==> src/rtl/ram_arb_pkg.sv <==
// Shared types and defaults for the dual-SRAM request arbiter and its helpers.
package ram_arb_pkg;

  localparam int DEF_ADDR_W  = 17;
  localparam int DEF_DATA_W  = 16;
  localparam int DEF_TIMEOUT = 15;

  typedef enum logic [2:0] {
    IDLE    = 3'd0,
    ISSUE   = 3'd1,
    WAIT    = 3'd2,
    RESP    = 3'd3,
    RELEASE = 3'd4
  } arb_state_e;

  typedef enum logic {
    GNT_I = 1'b0,
    GNT_D = 1'b1
  } gnt_e;

endpackage

==> src/rtl/arb_timeout_cnt.sv <==
// Clearable saturating cycle counter; hit is high in the cycle whose
// increment would bring the count to LIMIT.
module arb_timeout_cnt
  import ram_arb_pkg::*;
#(
  parameter int LIMIT = DEF_TIMEOUT
) (
  input  logic clk,
  input  logic rst,
  input  logic clr,
  input  logic en,
  output logic hit
);

  localparam int W = $clog2(LIMIT + 1);
  localparam logic [W-1:0] LAST = W'(LIMIT - 1);
  localparam logic [W-1:0] TOP  = W'(LIMIT);

  logic [W-1:0] cnt;

  always_ff @(posedge clk or negedge rst) begin
    if (!rst) begin
      cnt <= '0;
    end else if (clr) begin
      cnt <= '0;
    end else if (en && (cnt != TOP)) begin
      cnt <= cnt + 1'b1;
    end
  end

  assign hit = (cnt >= LAST);

endmodule

==> src/rtl/ram_arbiter.sv <==
// Two-port arbiter (instruction fetch / data) in front of the dual-SRAM block.
// Build option ARB_ROUND_ROBIN_EN: alternate priority on ties instead of d-first.
//
// state   | meaning
// IDLE    | no access; sample requests and latch the winner
// ISSUE   | drive enable/strobes low-active toward storage
// WAIT    | hold bus stable until mem_done or timeout
// RESP    | pulse ack (and err) to the granted port, drop strobes
// RELEASE | wait for mem_done to fall (bounded by timeout)
module ram_arbiter
  import ram_arb_pkg::*;
#(
  parameter int ADDR_W  = DEF_ADDR_W,
  parameter int DATA_W  = DEF_DATA_W,
  parameter int TIMEOUT = DEF_TIMEOUT
) (
  input  logic              clk,
  input  logic              rst,
  input  logic              i_req,
  input  logic              i_we,
  input  logic [ADDR_W-1:0] i_addr,
  input  logic [DATA_W-1:0] i_wdata,
  output logic              i_ack,
  output logic              i_err,
  output logic [DATA_W-1:0] i_rdata,
  input  logic              d_req,
  input  logic              d_we,
  input  logic [ADDR_W-1:0] d_addr,
  input  logic [DATA_W-1:0] d_wdata,
  output logic              d_ack,
  output logic              d_err,
  output logic [DATA_W-1:0] d_rdata,
  output logic              mem_en,
  output logic              mem_re,
  output logic              mem_we,
  output logic [ADDR_W-1:0] mem_addr,
  output logic [DATA_W-1:0] mem_wdata,
  input  logic              mem_done,
  input  logic [DATA_W-1:0] mem_rdata,
  output logic              busy
);

  arb_state_e        state_q, state_d;
  gnt_e              gnt_q;
  logic              we_q;
  logic              err_q;
  logic              cap_q;
  logic [DATA_W-1:0] rd_q;
  logic              any_req;
  logic              pick_d;
  logic              prio_d;
  logic              cnt_clr;
  logic              cnt_en;
  logic              cnt_hit;

`ifdef ARB_ROUND_ROBIN_EN
  logic prio_d_q;

  // The port served last loses the next tie.
  always_ff @(posedge clk or negedge rst) begin
    if (!rst) begin
      prio_d_q <= 1'b1;
    end else if (state_q == RESP) begin
      prio_d_q <= (gnt_q == GNT_I);
    end
  end

  assign prio_d = prio_d_q;
`else
  assign prio_d = 1'b1;
`endif

  assign any_req = i_req | d_req;
  assign pick_d  = d_req & (~i_req | prio_d);

  // One counter serves both the WAIT timeout and the RELEASE bound.
  assign cnt_clr = (state_q == ISSUE) || (state_q == RESP);
  assign cnt_en  = (state_q == WAIT) || (state_q == RELEASE);

  arb_timeout_cnt #(
    .LIMIT (TIMEOUT)
  ) u_timeout_cnt (
    .clk (clk),
    .rst (rst),
    .clr (cnt_clr),
    .en  (cnt_en),
    .hit (cnt_hit)
  );

  always_ff @(posedge clk or negedge rst) begin
    if (!rst) begin
      state_q <= IDLE;
    end else begin
      state_q <= state_d;
    end
  end

  always_comb begin
    state_d = state_q;
    unique case (state_q)
      IDLE:    if (any_req) state_d = ISSUE;
      ISSUE:   state_d = WAIT;
      WAIT:    if (mem_done || cnt_hit) state_d = RESP;
      RESP:    state_d = RELEASE;
      RELEASE: if (!mem_done || cnt_hit) state_d = IDLE;
      default: state_d = IDLE;
    endcase
  end

  always_ff @(posedge clk or negedge rst) begin
    if (!rst) begin
      gnt_q     <= GNT_I;
      we_q      <= 1'b0;
      err_q     <= 1'b0;
      cap_q     <= 1'b0;
      rd_q      <= '0;
      mem_en    <= 1'b1;
      mem_re    <= 1'b0;
      mem_we    <= 1'b0;
      mem_addr  <= '0;
      mem_wdata <= '0;
      i_ack     <= 1'b0;
      i_err     <= 1'b0;
      i_rdata   <= '0;
      d_ack     <= 1'b0;
      d_err     <= 1'b0;
      d_rdata   <= '0;
      busy      <= 1'b0;
    end else begin
      i_ack <= 1'b0;
      i_err <= 1'b0;
      d_ack <= 1'b0;
      d_err <= 1'b0;
      busy  <= (state_d != IDLE);
      unique case (state_q)
        IDLE: begin
          if (any_req) begin
            gnt_q     <= pick_d ? GNT_D : GNT_I;
            we_q      <= pick_d ? d_we : i_we;
            mem_addr  <= pick_d ? d_addr : i_addr;
            mem_wdata <= pick_d ? d_wdata : i_wdata;
            err_q     <= 1'b0;
            cap_q     <= 1'b0;
          end
        end
        ISSUE: begin
          mem_en <= 1'b0;
          mem_we <= we_q;
          mem_re <= ~we_q;
        end
        WAIT: begin
          // done wins over a coinciding timeout
          if (mem_done) begin
            cap_q <= ~we_q;
            rd_q  <= mem_rdata;
          end else if (cnt_hit) begin
            err_q <= 1'b1;
          end
        end
        RESP: begin
          mem_en <= 1'b1;
          mem_re <= 1'b0;
          mem_we <= 1'b0;
          if (gnt_q == GNT_D) begin
            d_ack <= 1'b1;
            d_err <= err_q;
            if (cap_q) d_rdata <= rd_q;
          end else begin
            i_ack <= 1'b1;
            i_err <= err_q;
            if (cap_q) i_rdata <= rd_q;
          end
        end
        default: ;
      endcase
    end
  end

endmodule

==> config.mk <==
export PLATFORM = sky130hd
export DESIGN_NAME = ram_arbiter
export DESIGN_NICKNAME = d
export VERILOG_FILES = /design/src/rtl/ram_arb_pkg.sv /design/src/rtl/arb_timeout_cnt.sv /design/src/rtl/ram_arbiter.sv
export SDC_FILE = /design/constraint.sdc
export NUM_CORES = 1
export LEC_CHECK = 0
export ABC_AREA = 1
export CAP_MARGIN = 25
export CORE_AREA = 2 2 83 144
export CTS_CLUSTER_SIZE = 20
export DETAILED_ROUTE_END_ITERATION = 7
export DIE_AREA = 0 0 85 146
export PLACE_DENSITY = 0.75
export RECOVER_POWER = 100
export SYNTH_ARGS = -nofsm -noshare
export SYNTH_HDL_FRONTEND = slang
export SYNTH_SLANG_ARGS = --single-unit
==> constraint.sdc <==
create_clock -name clk -period 1.2 [get_ports clk]
set_input_delay 0.3 -clock clk [delete_from_list [all_inputs] [get_ports clk]]
set_output_delay 0.3 -clock clk [all_outputs]
set_load 0.005 [all_outputs]
==> flow_metrics.env, run 1 <==
export IMPL_skew_ns=0.00735
export IMPL_slew_headroom_pct=51.1
export IMPL_grt_pass1_wl_mm=20.1
export IMPL_design_area_sq_um=7120
export IMPL_outcome="finished, violations left"
export IMPL_slowest_delay_ns=0.47
export IMPL_place_congestion=0.819
export IMPL_fmax_mhz=729
export IMPL_final_common_cell="dfrtp_1"
export IMPL_cts_tree="built"
export IMPL_grt_max_degree=67
export IMPL_clockBufferDepth=2
export IMPL_place_inst=756
export IMPL_use_met1_pct=21.9
export IMPL_clk_latency_ns=0.34
export IMPL_cp_end_kind="flop"
export IMPL_fillCellCount=912
export IMPL_p_per_area_nw_per_um2=2330
export IMPL_syn_to_final_growth_pct=61.6
export IMPL_tightest_slew_ns=0.733
export IMPL_worstSetupPathType="reg -> reg"
export IMPL_cts_buffers=9
export IMPL_reg2reg_from="state_q[0]"
export IMPL_drive_gt1_share_pct=40.6
export IMPL_crit_start="state_q[0]"
export IMPL_rows=51
export IMPL_viasPerCell=5.04
export IMPL_dieWidth_um=85
export IMPL_yosysSeqAreaShare_pct=56.8
export IMPL_placed_cell_area_sq_um=6350
export IMPL_io_buffers=161
export IMPL_cp_slowest_cell="dfrtp_2"
export IMPL_die_y_um=146
export IMPL_use_met3_pct=3.12
export IMPL_hold_class="reg -> reg"
export IMPL_rsz0062_at_grt="yes"
export IMPL_dpl_hpwl_mm=8.48
export IMPL_grt_remaining_overflow=0
export IMPL_layout_setup_ws_ns=-0.172
export IMPL_cap_viol_max_count=0
export IMPL_vdd_ir_drop_worst_uv=1570
export IMPL_cp_arrival_ns=1.61
export IMPL_path_clk_slew_ns=0.07
export IMPL_dieArea_sq_um=12400
export IMPL_setup_violations=90
export IMPL_drt_wl_total_mm=13.2
export IMPL_wl_per_cell_um=16.2
export IMPL_vias=4122
export IMPL_cts_htree_levels=3
export IMPL_core_area_sq_um=11200
export IMPL_ys_types=28
export IMPL_initial_core_util_pct=39.4
export IMPL_fin_nets=772
export IMPL_grt_antenna_before_repair=1
export IMPL_worstSetupStartpointType="flop"
export IMPL_fin_cells=818
export IMPL_route_detailed_drc=0
export IMPL_synth_seq_cells=100
export IMPL_yosys_warnings=0
export IMPL_layout_common_cells="dfrtp_1 (96), clkdlybuf4s50_1 (86), nor2_1 (73)"
export IMPL_grt_util_all_layers_pct=20.2
export IMPL_root_buffer="clkbuf_16"
export IMPL_synth_area_sq_um=4400
export IMPL_synth_nets=545
export IMPL_netlist_instances=454
export IMPL_totalPowerFinal_mw=16.6
export IMPL_worst_r2r_setup_slack_ns=-0.17
export IMPL_violations="setup timing"
export IMPL_slew_viol_final=0
export IMPL_crit_fanout=13
export IMPL_fin_util_pct=63.7
export IMPL_crit_chain="inv_2 > nand2_2 > nor2_4 > nand2_4 > buf_12 > a21oi_1"
export IMPL_hold_violations=0
export IMPL_clock_sinks=100
export IMPL_io_pins=162
export IMPL_ant_nets=0
export IMPL_rr_endpoint="rd_q[6]"
export IMPL_required_ns=1.44
export IMPL_min_period_ns=1.37
export IMPL_gr_usage_met2_pct=38.0
export IMPL_rr_worst_depth=6
export IMPL_drt_iter0_markers=177
export IMPL_cp_endpoint="rd_q[6]"
export IMPL_top_usage_layer="met2"
export IMPL_fin_crit_sh_pct=114
export IMPL_leakagePower_nw=3.35
export IMPL_first_global_vias=4187
export IMPL_avgSynthCellArea_sq_um=9.70
export IMPL_dr_pass1_iters=4
[synth_stat cells]
cell,number,area [sq um]
nand4_1,3,18.8
nand2_1,96,360
nor2_2,1,6.26
xor2_1,1,8.76
inv_1,25,93.8
nor2_4,3,33.8
o21ai_2,10,87.6
inv_4,1,6.26
nand2_4,3,33.8
buf_2,6,30.0
ha_1,2,25.0
dfrtp_1,99,2480
o31ai_2,23,288
o21ai_0,4,20.0
nand3b_1,1,7.51
buf_4,2,15.0
nor2_1,89,334
clkbuf_1,5,18.8
a21oi_2,1,8.76
inv_2,1,3.75
nand3_4,1,17.5
nand3_1,14,70.1
o31ai_1,11,82.6
nor3_1,2,10.0
a21oi_1,15,75.1
dfstp_2,1,26.3
buf_6,12,135
o21ai_1,22,110
[sequential cells by signal, indices dropped and copies added (netlist names), 3 cells and up]
signal and flops:
d_rdata 16, rd_q 16, state_q 3, u_timeout_cnt.cnt 4, mem_wdata 16, i_rdata 16
mem_addr 17
[repair_timing]
item                       CTS  global route
gates cloned                 5             3
hold buffers                 1             0
gates resized for setup    352            69
setup endpoints to repair  166            98
hold endpoints to repair    17             0
pin swaps                    3            11
buffers inserted            30             7
[cell families after synthesis]
kind of cell    Yosys count  share of synthesized area (%)
simple gates            213                           20.3
buf+inv                  52                           6.87
xor+xnor                  1                          0.199
fa+ha+maj                 2                          0.568
flops                   100                           56.8
compound gates           86                           15.3
[how the worst min path moves through the flow]
stage,start,end,depth (start not counted)
after detailed placement,rst,d_rdata[13],1
after global placement,rst,d_rdata[13],1
final,mem_en,mem_en,2
after CTS,rst,d_rdata[13],2
after floorplan,rst,busy,0
after global routing,mem_en,mem_en,2
[stage by stage]
step / hold WS, ns / TNS, ns / setup slack, ns
floorplan: 0.00441 / -0.287 / -0.0238
global placement: 0.236 / -19.91 / -0.408
detailed placement: 0.237 / -21.70 / -0.529
CTS: 0.419 / -4.74 / -0.103
global route: 0.500 / -12.87 / -0.245
finish: 0.477 / -6.19 / -0.172
[worst max-delay path, delay by kind of cell, from the launching register on]
kind                   cells  cell delay (ns)
buffers and inverters      2             0.26
AO/OA/AOI/OAI              1             0.23
AND/OR/NAND/NOR            3             0.30
flip-flops                 1             0.47
[layout make-up]
type,count,area (sq um),share of cell area [%]
well taps,132,165,2.32
multi-input cells,308,2090,29.4
flip-flops and latches,100,2510,35.3
diodes,1,2.50,0.0352
clock buffers,10,229,3.22
clock inverters,5,37.5,0.527
inverters,27,104,1.46
repair buffers,235,1980,27.8
[routing by layer]
layer | part of all wire, % | up-vias
li1 | - | 1942
met1 | 34 | 1998
met2 | 58 | 154
met3 | 5.3 | 28
met4 | 2.5 | 0
met5 | 0 | -
[report_power, final]
part	switching (mW)	leakage, nW	total, mW	internal [mW]
Clock	1.22	0.125	2.63	1.40
Combinational	3.92	1.99	7.86	3.94
Sequential	1.12	1.24	6.07	4.95
Total	6.27	3.35	16.6	10.3
Note: power is estimated with default switching activity, not from simulation.
==> inputs of run 2 (changes only) <==
CORE_AREA = 2 2 121 99   (was 2 2 83 144)
DIE_AREA = 0 0 123 101   (was 0 0 85 146)
==> flow_metrics.env, run 2 (same netlist as run 1, synthesis figures left out) <==
export IMPL_cts_buffers=9
export IMPL_fin_crit_sh_pct=112
export IMPL_ant_nets=0
export IMPL_hold_violations=0
export IMPL_dr_wl_met3_mm=1.04
export IMPL_crit_chain="inv_2 > nand2_2 > nor2_4 > nand2_4 > clkbuf_16 > nor2_2 > a21oi_1"
export IMPL_worstSetupStartpointType="flop"
export IMPL_final_common_cell="dfrtp_1"
export IMPL_crit_fanout=8
export IMPL_io_pins=162
export IMPL_hold_class="reg -> reg"
export IMPL_slew_viol_final=0
export IMPL_vias=3999
export IMPL_worstSetupPathType="reg -> reg"
export IMPL_io_buffers=161
export IMPL_grt_remaining_overflow=0
export IMPL_rr_endpoint="rd_q[7]"
export IMPL_vdd_ir_drop_worst_uv=907
export IMPL_path_clk_slew_ns=0.07
export IMPL_setup_violations=95
export IMPL_reg2reg_from="state_q[0]"
export IMPL_cap_viol_max_count=0
export IMPL_fin_nets=761
export IMPL_first_global_vias=3904
export IMPL_hold_depth=2
export IMPL_wl_per_cell_um=15.9
export IMPL_design_area_sq_um=7250
export IMPL_crit_family="flip-flops"
export IMPL_cts_htree_levels=3
export IMPL_cts_tree="built"
export IMPL_required_ns=1.42
export IMPL_clk_latency_ns=0.34
export IMPL_drt_iter0_markers=167
export IMPL_leakagePower_nw=3.42
export IMPL_whs_endpoint="mem_en"
export IMPL_min_period_ns=1.35
export IMPL_path_buf_inv=2
export IMPL_dpl_hpwl_mm=8.10
export IMPL_grt_util_all_layers_pct=19.6
export IMPL_largest_register="mem_addr"
export IMPL_layout_common_cells="dfrtp_1 (95), clkdlybuf4s50_1 (86), buf_2 (72)"
export IMPL_slew_headroom_pct=58.6
export IMPL_antenna_cells=0
export IMPL_violations="setup timing"
export IMPL_cp_arrival_ns=1.57
export IMPL_place_congestion=0.805
export IMPL_rsz0062_at_grt="yes"
export IMPL_slowest_delay_ns=0.46
export IMPL_grt_max_degree=67
export IMPL_dieWidth_um=123
export IMPL_worst_r2r_setup_slack_ns=-0.15
export IMPL_outcome="finished, violations left"
export IMPL_worstHoldStart="mem_en"
export IMPL_initial_core_util_pct=39.0
export IMPL_drive_gt1_share_pct=44.6
export IMPL_rows=35
export IMPL_skew_ns=0.0102
export IMPL_wl_met1_mm=5.37
export IMPL_grt_antenna_before_repair=0
export IMPL_root_buffer="clkbuf_16"
export IMPL_tns_ns=-7.79
export IMPL_largest_reg_flops=17
export IMPL_rr_worst_depth=7
export IMPL_top_layer_used="met4"
export IMPL_clock_sinks=100
export IMPL_die_y_um=101
export IMPL_syn_to_final_growth_pct=64.7
export IMPL_layout_setup_ws_ns=-0.150
export IMPL_drt_wl_total_mm=13.1
export IMPL_wl_met2_mm=6.60
export IMPL_core_area_sq_um=11300
export IMPL_tightest_slew_ns=0.621
export IMPL_clockBufferDepth=2
export IMPL_cp_end_kind="flop"
export IMPL_route_detailed_drc=0
export IMPL_dr_pass1_iters=4
export IMPL_fmax_mhz=741
export IMPL_viasPerCell=4.86
export IMPL_grt_pass1_wl_mm=18.9
export IMPL_dieArea_sq_um=12400
export IMPL_placed_cell_area_sq_um=6300
export IMPL_cp_slowest_cell="dfrtp_2"
export IMPL_p_per_area_nw_per_um2=2370
==> run 2: changes by cell type in the layout (fill, tap and decap cells not counted), moves of 4 or more <==
cell      delta
a21oi_1      -4
nand2_2      -6
clkbuf_1    -20
buf_2       +31
clkbuf_2    -12
o21ai_2      +5
o21ai_1      -7
buf_4        -6
nand2_4      +5
nor2_2      -10
a21oi_2      +4
nor2_4      +12
==> run 2: cell type report <==
type / instances / area (sq um)
clock inverter: 5 / 82.6
inverter: 27 / 104
clock buffer: 11 / 243
sequential: 100 / 2510
fill: 902 / 4050
tap: 148 / 185
multi-input combinational: 308 / 2230
timing repair buffer: 224 / 1900
==> run 2: how the worst max path moves through the flow <==
stage                           from            to  slack (ns)  cells past startpoint
final                     state_q[0]       rd_q[7]       -0.15                      7
after global routing      state_q[0]       rd_q[4]       -0.20                      6
after CTS                     mem_en        mem_en       -0.09                      1
after detailed placement       d_req  mem_wdata[3]       -0.47                      6
after global placement         d_req  mem_wdata[4]       -0.40                      6
after floorplan           state_q[2]   d_rdata[14]       -0.02                      7
==> run 2: worst min-delay path, cell delays in order (launching register included) <==
cell	delay, ns
dfstp_2	0.38
nand2_1	0.06
nand2_1	0.05
==> run 2: per-layer routing <==
layer  up-vias  global-route usage [%]
met5         -                       0
met1      1936                    23.8
met3         9                    7.58
li1       1920                       -
met4         0                    4.46
met2       134                    32.9
==> run 2: per-stage QoR <==
stage	instances	util (%)	setup WS (ns)	total power [mW]	hold WS (ns)
floorplan	454	-	-0.0238	9.14	0.00441
global placement	766	55.7	-0.396	12.5	0.214
detailed placement	766	55.7	-0.470	12.8	0.218
CTS	809	59.3	-0.0855	15.8	0.394
global route	823	64.2	-0.200	18.3	0.504
finish	823	64.2	-0.150	17.2	0.477
==> run 2: power breakdown <==
group          internal (mW)  switching, mW  total (mW)
clock                   1.89           1.23        3.12
combinational           3.96           3.98        7.94
sequential              4.95           1.17        6.12
total                   10.8           6.39        17.2
==> run 2: what timing repair did <==
item                                    CTS  global route
gates cloned                              5             4
buffers inserted                         21            10
endpoints found under the setup margin  164            99
pin swaps                                 3            13
gates resized for setup                 343            98
endpoints found under the hold margin    17             0
hold buffers                              1             0
==> inputs of run 3 (changes only) <==
SETUP_SLACK_MARGIN = 0.3   (was not set)
==> flow_metrics.env, run 3 (same netlist as run 1, synthesis figures left out) <==
export IMPL_drt_iter0_markers=200
export IMPL_slew_headroom_pct=32.2
export IMPL_grt_max_degree=51
export IMPL_io_pins=162
export IMPL_die_y_um=101
export IMPL_place_congestion=0.807
export IMPL_grt_remaining_overflow=0
export IMPL_tns_ns=-6.24
export IMPL_drive_gt1_share_pct=48.7
export IMPL_grt_pass1_wl_mm=19.9
export IMPL_worstSetupStartpointType="flop"
export IMPL_syn_to_final_growth_pct=68.9
export IMPL_fin_nets=788
export IMPL_violations="setup timing"
export IMPL_min_period_ns=1.34
export IMPL_slew_viol_final=0
export IMPL_core_area_sq_um=11300
export IMPL_dieArea_sq_um=12400
export IMPL_ant_nets=0
export IMPL_hold_violations=0
export IMPL_required_ns=1.43
export IMPL_clockBufferDepth=2
export IMPL_vdd_ir_drop_worst_uv=1020
export IMPL_path_clk_slew_ns=0.07
export IMPL_outcome="finished, violations left"
export IMPL_setup_violations=86
export IMPL_io_buffers=161
export IMPL_rows=35
export IMPL_cts_buffers=9
export IMPL_antenna_cells=0
export IMPL_final_common_cell="dfrtp_1"
export IMPL_dpl_hpwl_mm=7.94
export IMPL_fin_cells=850
export IMPL_place_inst=766
export IMPL_cp_arrival_ns=1.57
export IMPL_fin_util_pct=65.8
export IMPL_clock_sinks=100
export IMPL_clk_latency_ns=0.35
export IMPL_root_buffer="clkbuf_16"
export IMPL_layout_common_cells="dfrtp_1 (94), clkdlybuf4s50_1 (86), buf_2 (73)"
export IMPL_fmax_mhz=746
export IMPL_largest_register="mem_addr"
export IMPL_first_global_vias=4033
export IMPL_cts_htree_levels=3
export IMPL_route_detailed_drc=0
export IMPL_fillCellCount=905
export IMPL_p_per_area_nw_per_um2=2380
export IMPL_skew_ns=0.00967
export IMPL_crit_fanout=6
export IMPL_hold_class="in -> async"
export IMPL_layout_setup_ws_ns=-0.141
export IMPL_dr_pass1_iters=4
export IMPL_grt_util_all_layers_pct=20.7
export IMPL_viasPerCell=4.87
export IMPL_cp_end_kind="flop"
export IMPL_dieWidth_um=123
export IMPL_cts_tree="built"
export IMPL_cap_viol_max_count=0
export IMPL_worstSetupPathType="reg -> reg"
export IMPL_largest_reg_flops=17
export IMPL_fin_crit_sh_pct=112
export IMPL_vias=4138
export IMPL_grt_antenna_before_repair=0
export IMPL_initial_core_util_pct=39.0
export IMPL_rsz0062_at_grt="yes"
export IMPL_tightest_slew_ns=1.02
export IMPL_drt_wl_total_mm=13.2
export IMPL_leakagePower_nw=3.62
export IMPL_wl_per_cell_um=15.5
run 3: cell count changes in the layout (fill, tap and decap cells not counted), moves of 3 or more:
cell,previous run,this run
o21ai_2,22,27
buf_4,47,65
o31ai_2,26,34
a21oi_2,11,6
o31ai_1,7,0
nand2_8,8,4
nand2_2,22,18
nand2_4,20,26
buf_6,5,18
nor2_4,20,11
nor2_2,2,12
a21oi_1,5,10
o21ai_0,3,0
run 3: metal layers:
| metal | part of all wire [%] | vias up | global-route usage, % |
|---|---|---|---|
| li1 | - | 1976 | - |
| met1 | 41 | 1993 | 26.2 |
| met2 | 50 | 151 | 34.6 |
| met3 | 7.8 | 18 | 6.90 |
| met4 | 1.2 | 0 | 4.72 |
| met5 | 0 | - | 0 |
run 3: final timing paths:
path,cells past startpoint,slack (ns),startpoint,end
setup / recovery,7,-0.14,state_q[2],d_rdata[14]
hold / removal,1,0.10,rst,d_err
setup reg to reg,7,-0.14,state_q[2],d_rdata[14]
hold reg to reg,2,0.46,mem_en,mem_en
max in group asynchronous,2,0.22,rst,gnt_q
min in group clk,2,0.46,mem_en,mem_en
run 3: stage by stage:
stage	power, mW	area (sq um)	setup slack [ns]	hold WS (ns)
detailed placement	12.9	6340	-0.498	0.198
global placement	12.6	6340	-0.414	0.193
finish	17.7	7440	-0.141	0.102
floorplan	9.28	4460	-0.0225	0.00441
CTS	16.3	6900	-0.0904	-0.175
global route	18.9	7440	-0.186	0.189
run 3: final cells by class:
class                      count  area (sq um)  area share (%)
clock buffer                   9           225            3.03
clock inverter                 7          71.3           0.959
inverter                      27           104            1.40
multi-input combinational    305          2210            29.7
sequential                   100          2510            33.7
tap                          148           185            2.49
timing repair buffer         254          2130            28.7
run 3: what timing repair did:
| item | in CTS | in global routing |
|---|---|---|
| gates cloned | 3 | 3 |
| gates resized for setup | 385 | 66 |
| pin swaps | 9 | 12 |
| setup endpoints to repair | 172 | 173 |
| endpoints found under the hold margin | 15 | 15 |
| setup buffers | 30 | 32 |
run 3: worst max-delay path, stage by stage (launching register included):
cell and delay [ns]:
dfrtp_1 0.41, inv_2 0.10, nand3_4 0.10, nor2_4 0.16, nand2_4 0.12, clkbuf_16 0.22, nand2_2 0.06, o21ai_1 0.06
run 3: power breakdown:
part | internal (mW) | switching (mW) | total (mW) | leakage [nW]
sequential | 4.95 | 1.08 | 6.02 | 1.24
clock | 1.47 | 1.40 | 2.86 | 0.139
combinational | 4.60 | 4.24 | 8.84 | 2.24
total | 11.0 | 6.72 | 17.7 | 3.62
